## src/rtl/mux_seq_ctrl.sv

```systemverilog
// Lane sequencer for a downstream 4:1 mux: issues LEN beats on each enabled lane, then pulses done.
// Optional build macro MUX_SEQ_LANE_MASK_EN adds a lane_mask input that is captured on start.
module mux_seq_ctrl #(
  parameter int LEN = 8,
  parameter int CW  = 8
) (
  input  logic          clk,
  input  logic          rst,
  input  logic          ce,
  input  logic          start,
`ifdef MUX_SEQ_LANE_MASK_EN
  input  logic [3:0]    lane_mask,
`endif
  output logic [1:0]    sel,
  output logic          sel_valid,
  output logic          lane_last,
  output logic          busy,
  output logic          done,
  output logic [CW-1:0] beat,
  output logic [1:0]    dbg_state
);

  localparam logic [1:0] IDLE = 2'd0;
  localparam logic [1:0] RUN  = 2'd1;
  localparam logic [1:0] DONE = 2'd2;

  localparam logic [CW-1:0] LAST_BEAT = CW'(LEN - 1);

  logic [1:0] state;
  logic [3:0] mask_q;
  logic [3:0] start_mask;
  logic [1:0] first_lane;
  logic       first_ok;
  logic [1:0] next_lane;
  logic       next_ok;

`ifdef MUX_SEQ_LANE_MASK_EN
  assign start_mask = lane_mask;
`else
  assign start_mask = 4'hF;
  assign mask_q     = 4'hF;
`endif

  // Lowest enabled lane at start, and lowest enabled lane above the current one.
  always_comb begin
    first_lane = 2'd0;
    first_ok   = 1'b0;
    next_lane  = 2'd0;
    next_ok    = 1'b0;
    for (int i = 3; i >= 0; i--) begin
      if (start_mask[i]) begin
        first_lane = 2'(i);
        first_ok   = 1'b1;
      end
      if (mask_q[i] && (2'(i) > sel)) begin
        next_lane = 2'(i);
        next_ok   = 1'b1;
      end
    end
  end

  always_ff @(posedge clk or posedge rst) begin
    if (rst) begin
      state     <= IDLE;
      sel       <= 2'd0;
      beat      <= '0;
      sel_valid <= 1'b0;
      done      <= 1'b0;
    end else if (ce) begin
      case (state)
        IDLE: begin
          if (start) begin
            if (first_ok) begin
              state     <= RUN;
              sel       <= first_lane;
              beat      <= '0;
              sel_valid <= 1'b1;
            end else begin
              // Empty mask: nothing to issue, report completion right away.
              state <= DONE;
              done  <= 1'b1;
            end
          end
        end
        RUN: begin
          if (beat != LAST_BEAT) begin
            beat <= beat + 1'b1;
          end else begin
            beat <= '0;
            if (next_ok) begin
              sel <= next_lane;
            end else begin
              state     <= DONE;
              sel_valid <= 1'b0;
              done      <= 1'b1;
            end
          end
        end
        DONE: begin
          state <= IDLE;
          done  <= 1'b0;
        end
        default: begin
          state     <= IDLE;
          sel_valid <= 1'b0;
          done      <= 1'b0;
        end
      endcase
    end
  end

`ifdef MUX_SEQ_LANE_MASK_EN
  // Mask is frozen for the whole sequence so mid-run changes cannot disturb it.
  always_ff @(posedge clk or posedge rst) begin
    if (rst) begin
      mask_q <= 4'hF;
    end else if (ce && (state == IDLE) && start) begin
      mask_q <= lane_mask;
    end
  end
`endif

  assign lane_last = (state == RUN) && (beat == LAST_BEAT);
  assign busy      = (state == RUN) || (state == DONE);
  assign dbg_state = state;

endmodule

```

## config.mk

```make
export PLATFORM = sky130hd
export DESIGN_NAME = mux_seq_ctrl
export DESIGN_NICKNAME = d
export VERILOG_FILES = /design/src/rtl/mux_seq_ctrl.sv
export SDC_FILE = /design/constraint.sdc
export NUM_CORES = 1
export LEC_CHECK = 0
export CAP_MARGIN = 10
export CORE_MARGIN = 10
export CORE_UTILIZATION = 48
export DETAILED_ROUTE_END_ITERATION = 12
export PLACE_DENSITY = 0.88
export SLEW_MARGIN = 40
export SYNTH_ARGS = -nofsm -noshare
export SYNTH_HDL_FRONTEND = slang
export SYNTH_SLANG_ARGS = --single-unit
```

## constraint.sdc

```tcl
create_clock -name clk -period 2.52 [get_ports clk]
set_clock_uncertainty 0.15 [all_clocks]
set_input_delay 0.504 -clock clk [delete_from_list [all_inputs] [get_ports clk]]
set_output_delay 0.504 -clock clk [all_outputs]
set_load 0.02 [all_outputs]
```

==> results of run 1 <==
## cell usage after synthesis
cell type,count,area [sq um]
dfrtp_1,14,350.3
nand2_1,10,37.54
inv_1,8,30.03
ha_1,7,87.58
a31oi_1,6,37.54
nor2_1,5,18.77
o21ai_0,5,25.02
a21oi_1,3,15.01
nand3_1,3,15.01
nand4_1,3,18.77
a41oi_1,2,17.52
and3_1,2,12.51
clkbuf_1,2,7.510
nor3_1,2,10.01
o2bb2ai_1,2,17.52
o311ai_0,2,17.52
a21boi_2,1,11.26
a2bb2oi_1,1,8.760
and2_1,1,6.260
mux2_2,1,11.26
mux2_4,1,15.01
nand2b_1,1,6.260
nand3b_1,1,7.510
nand3b_2,1,11.26
nand4bb_2,1,16.27
nor2b_1,1,6.260
o21ai_1,1,5.000
o31ai_1,1,7.510
o31ai_4,1,21.27
o41ai_1,1,8.760
or2_1,1,6.260
or2_2,1,6.260
or3_4,1,11.26
## metrics by stage
stage	setup slack, ns	instance area [sq um]	instances
finish	0.09613	1180	146
global route	0.01212	1180	146
CTS	0.08985	1180	146
detailed placement	0.1296	1159	143
global placement	0.1578	1159	143
floorplan	0.3317	884.6	93
## area by class of cell
cell class              count  area (sq um)
repair buffers             27         249.0
well taps                  25         31.28
flip-flops and latches     14         350.3
fillers                   138         565.5
multi-input cells          69         496.7
inverters                   8         30.03
clock buffers               3         22.52
## timing repair
action / CTS / global route
buffers inserted: 0 / 0
setup endpoints to repair: 1 / 0
gates resized for setup: 1 / 0
## power groups by stage
stage / Sequential, uW / Clock [uW] / Combinational [uW]
floorplan: 437 / 0 / 335
global placement: 355 / 0 / 663
detailed placement: 363 / 0 / 695
CTS: 358 / 133 / 697
global route: 369 / 145 / 758
finish: 358 / 130 / 694
## cells by family (layout without fill, tap and decap cells)
group	after synthesis	after routing	synth area share [%]
adder cells (fa/ha/maj)	7	7	9.901
buffers and inverters	10	38	4.244
multiplexers	2	2	2.970
AO/OA/AOI/OAI	26	26	21.78
AND/OR/NAND/NOR	34	34	21.50
flip-flops	14	14	39.60
## critical path, cell delays in order, from the launching register on
cell,delay [ns]
dfrtp_1,0.39
or3_4,0.43
or2_1,0.24
nor2_1,0.09
dlygate4sd2_1,0.34
## layer usage
metal / vias to the layer above / part of all wire [%] / global-route usage [%]
met2: 57 / 48 / 20.56
met1: 401 / 41 / 14.36
met5: - / 0 / 0
met4: 0 / 1.8 / 7.542
li1: 401 / - / -
met3: 5 / 9.4 / 3.763
## how the worst max path moves through the flow
stage | start | endpoint | slack, ns | cells after the start
2_1_floorplan | beat[0] | lane_last | 0.33 | 4
3_3_place_gp | beat[6] | lane_last | 0.16 | 4
3_5_place_dp | beat[6] | lane_last | 0.13 | 4
4_1_cts | beat[6] | lane_last | 0.09 | 4
5_1_grt | beat[1] | lane_last | 0.01 | 5
6_report | beat[6] | lane_last | 0.1 | 4
## registers in the layout, indices dropped and copies added, names as in the netlist
name / flops
done: 1
dbg_state: 2
sel: 2
sel_valid: 1
beat: 8
==> run metrics, run 1 <==
outcome complete, no violations; Diodes inserted 0; final RePlAce weighted congestion between 0.8 and 0.9; Max-cap violations 0; RSZ-0062 raised after global routing no; largest net degree at the start of global routing 15; Area Growth Syn to Fin 33.38%; core area ~1700 sq um; worst-path fanout max 5; die area slightly below 4000 sq um; kind of critical path flip-flop to output port; Yosys cell types 33; Hold WC Path Type flip-flop to flip-flop; Seq pwr share 30.3%; GRT Overall Usage between 10% and 20%; Yosys warning count 0; Die W 62.93 microns; global-route wire length before repair just over 4 mm; Post-layout nets 134; Final Util about 68%; Worst Path Arrival around 1.8 ns; initial antenna violation count 0; sw power roughly 530 uW; startpoint types flip-flop; ratio of cells with drive above 1 in the final layout 15.70%; Ports 20; row count 15; switching portion of total power between 40% and 50%; Synthesized Nets 104; remaining antenna violation count 0; reg2reg path depth 6; setup_tns 0 ns; Mapped Cells 93; DR DRC count 0; CTS Root Cell clkbuf_4; Max VDD drop approximately 0.52 mV; most frequent cells in the layout clkdlybuf4s50_1 (18), dfrtp_1 (14), nand2_1 (10); Initial Util approximately half; DP HPWL approximately 1.8 mm; DR vias 864; CTS max path bufs 2; WHS Endpoint done; Overflow after GRT 0; H-tree depth 1; reg2reg start beat[1]; Buffers on Ports 19; CP required ~1.9 ns; leakage between 0.0005 and 0.0006 uW; combinational power share 58.7%; Starting DRT DRC Count 36; Slew headroom 63.58%; Detailed Routing Iterations Pass 1 4; Synth Register Bits 14; leading cell type in the layout, fill and taps excluded clkdlybuf4s50_1; clock power share around 11%; highest clock rate between 400 and 500 MHz; Hold Vio Cnt, Final 0; number of CTS-inserted buffers 3; Hold Buf Count CTS 0; final setup fails 0; hold path depth 2; post-synthesis sequential area ratio roughly two fifths; CP Capture Type output port; fin. max-slew vios 0; insertion delay to the later sink of the worst-skew pair 0.29 ns; Tcrit/Tclk final a little over nine tenths; hold_sp done; Avg WL per Cell 16.35 microns; vias per cell 5.918; Final Critical Period between 2 and 2.5 ns; Reg-to-Reg End sel[0]; Worst Tran Pin Value around 0.55 ns; Synth Area per Inst between 9 and 10 sq um; PnR Total Power around 1200 uW; Die H about 63 microns; reg-to-reg slack, setup roughly 0.56 ns; Power Dens Cells 1002 nW/um^2; drt total wl about 2.4 mm; internal cell power 650.4 uW; Sink Count 14; TritonCTS clock tree done; hold_ws ~0.38 ns; Clk pin slew, worst setup/hold paths about 0.080 ns; mapped cell area roughly 880 sq um; vias in the first global route around 850
Note: power is estimated with default switching activity, not from simulation.
==> run 2, diff against run 1 <==
==> constraint.sdc (replaced) <==
create_clock -name clk -period 2.52 [get_ports clk]
set_clock_uncertainty 0.15 [all_clocks]
set_input_delay 0.63 -clock clk [delete_from_list [all_inputs] [get_ports clk]]
set_output_delay 0.63 -clock clk [all_outputs]
set_load 0.02 [all_outputs]
==> run 2 against run 1 <==
Largest cell class unchanged. Core utilization up 3.0 points. Non-clock buffer count up 5. Fmax down 0.56%. Sequential power down 2%. Routed wire length up 7.7%. Setup slack worse by 0.014 ns. Combinational power up 6.6%. Critical path depth unchanged. Clock power up 25%. Flip-flop and latch count unchanged. Via count up 0.58%. Count of clock-buffer cells in the layout up 1. Critical endpoint unchanged.
==> run metrics, run 2 (synthesis gave the netlist of run 1 again) <==
area of the multi-input gates 496.7 sq um (unchanged); Post-CTS Setup Bufs 0 (unchanged); Ports 20 (unchanged); RSZ-0062 raised after global routing no; Biggest register beat; final RePlAce weighted congestion 0.8855 (+0.76%); Max VDD drop 0.6068 mV (+16%); vias per cell 5.717 (-3.4%); global-route wire length before repair 4.278 mm (+4.8%); Overflow after GRT 0 (unchanged); Max-cap violations 0 (unchanged); area post-placement 1196 sq um (+3.2%); fin. max-slew vios 0 (unchanged); Avg WL per Cell 16.91 microns (+3.4%); cell area after layout 1232 sq um (+4.5%); Die H 62.93 microns (unchanged); ratio of cells with drive above 1 in the final layout 19.69% (+4.0 points); Buffers on Ports 19 (unchanged); initial antenna violation count 0 (unchanged); DR vias 869 (+0.58%); largest net degree at the start of global routing 15 (unchanged); DP HPWL 1.963 mm (+7.3%); DR DRC count 0 (unchanged); H-tree depth 1 (unchanged); CP peak stage delay 0.39 ns (-0.04 ns); Tcrit/Tclk final 96.73% (+0.54 points); setup_tns 0 ns (unchanged); Largest register FFs 8 (unchanged); Post-layout nets 139 (+3.7%); Hold Vio Cnt, Final 0 (unchanged); Hold Buf Count CTS 0 (unchanged); most frequent cells in the layout clkdlybuf4s50_1 (18), dfrtp_1 (14), buf_4 (13); Area Growth Syn to Fin 39.32%; Hold WC Path Type flip-flop to flip-flop; Die W 62.93 microns (unchanged); CP required 1.74 ns (-0.13 ns); Final Util 70.61% (+3.0 points); core area 1745 sq um (unchanged); Final Critical Period 2.438 ns (+0.01373 ns); remaining antenna violation count 0 (unchanged); Slew headroom 62.80% (-0.78 points); met1 usage 14.71% (+0.35 points); Sink Count 14 (unchanged); Resized cells post-CTS 1 (unchanged); TritonCTS clock tree done; Register Area 350.3 sq um (unchanged); Power Dens Cells 1016 nW/um^2 (+1.4%); worst-path fanout max 2 (-3); Diodes inserted 0 (unchanged); highest clock rate 410.2 MHz (-0.56%); leading cell type in the layout, fill and taps excluded clkdlybuf4s50_1; Initial Util 50.68% (unchanged); slowest CP cell dfrtp_1; number of CTS-inserted buffers 3 (unchanged); kind of critical path flip-flop to output port; startpoint types flip-flop; Clk pin slew, worst setup/hold paths 0.08 ns (about the same); busiest grt layer met2; CTS Root Cell clkbuf_4; Starting DRT DRC Count 41 (+14%); FILL cells 137 (-0.72%); final setup fails 0 (unchanged); worst-path cell chain or3_4 -> or2_1 -> nor2_1 -> clkdlybuf4s15_1; Worst Path Arrival 1.66 ns (-0.11 ns); outcome complete, no violations; Worst Tran Pin Value 0.5574 ns (+0.01171 ns); vias in the first global route 886 (+3.9%); CTS max path bufs 2 (unchanged); leakage 0.0005508 uW (+5.6%); drt total wl 2.570 mm (+7.7%); insertion delay to the later sink of the worst-skew pair 0.28 ns (about the same); die area 3960 sq um (unchanged); CP Capture Type output port; GR met2 Demand/Resource 21.70% (+1.1 points); GRT Overall Usage 12.96% (+0.23 points); row count 15 (unchanged); met3 usage 5.197% (+1.4 points); Detailed Routing Iterations Pass 1 4 (unchanged)
run 2: cell types whose count changed in the layout (fill, tap and decap cells not counted):
cell	delta
buf_4	+5
dlygate4sd2_1	-1
clkdlybuf4s15_1	+1
clkbuf_8	+1
run 2: worst max-delay path: cells and delay by family (launching register included):
kind                   cells  cell delay [ns]
flip-flops                 1             0.39
AND/OR/NAND/NOR            3             0.69
buffers and inverters      1             0.30
run 2: through the flow:
| stage | setup slack [ns] | total power, uW | hold slack (ns) | std cells |
|---|---|---|---|---|
| after global placement | 0.08821 | 1054 | 0.3485 | 148 |
| after global routing | 0.009732 | 1337 | 0.4285 | 152 |
| after floorplan | 0.2057 | 771.8 | 0.3692 | 93 |
| after detailed placement | 0.07205 | 1089 | 0.3822 | 148 |
| after CTS | 0.04300 | 1255 | 0.4117 | 152 |
| final | 0.08240 | 1253 | 0.4034 | 152 |
run 2: where the power goes:
group	total, uW	internal (uW)	switching (uW)
clock	163	87.7	75.0
sequential	350	289	60.2
combinational	740	333	407
total	1250	711	542
run 2: layer usage:
layer | vias to the layer above | routed length [microns]
met1 | 419 | 1044
li1 | 410 | -
met2 | 36 | 1253
met5 | - | 0
met4 | 0 | 39
met3 | 4 | 233
run 2: area by class of cell:
type	count	area share [%]
clock buffer	4	2.944
tap	25	2.538
inverter	8	2.437
multi-input combinational	69	40.30
timing repair buffer	32	23.35
sequential	14	28.43
run 2: final timing paths:
| path | start | end | slack [ns] | depth (start not counted) |
|---|---|---|---|---|
| min reg2reg | sel_valid | sel_valid | 0.40 | 1 |
| max in group asynchronous | rst | sel_valid | 1.30 | 2 |
| max | beat[6] | lane_last | 0.08 | 4 |
| min | sel_valid | sel_valid | 0.40 | 1 |
| min in group asynchronous | rst | beat[2] | 0.55 | 2 |
| max reg2reg | dbg_state[1] | sel[1] | 0.60 | 7 |
==> run 3, diff against run 2 <==
- CTS_CLUSTER_SIZE: unset -> 12
==> results of run 3 <==
The final DEF is identical to that of run 2; final timing and power are the same.
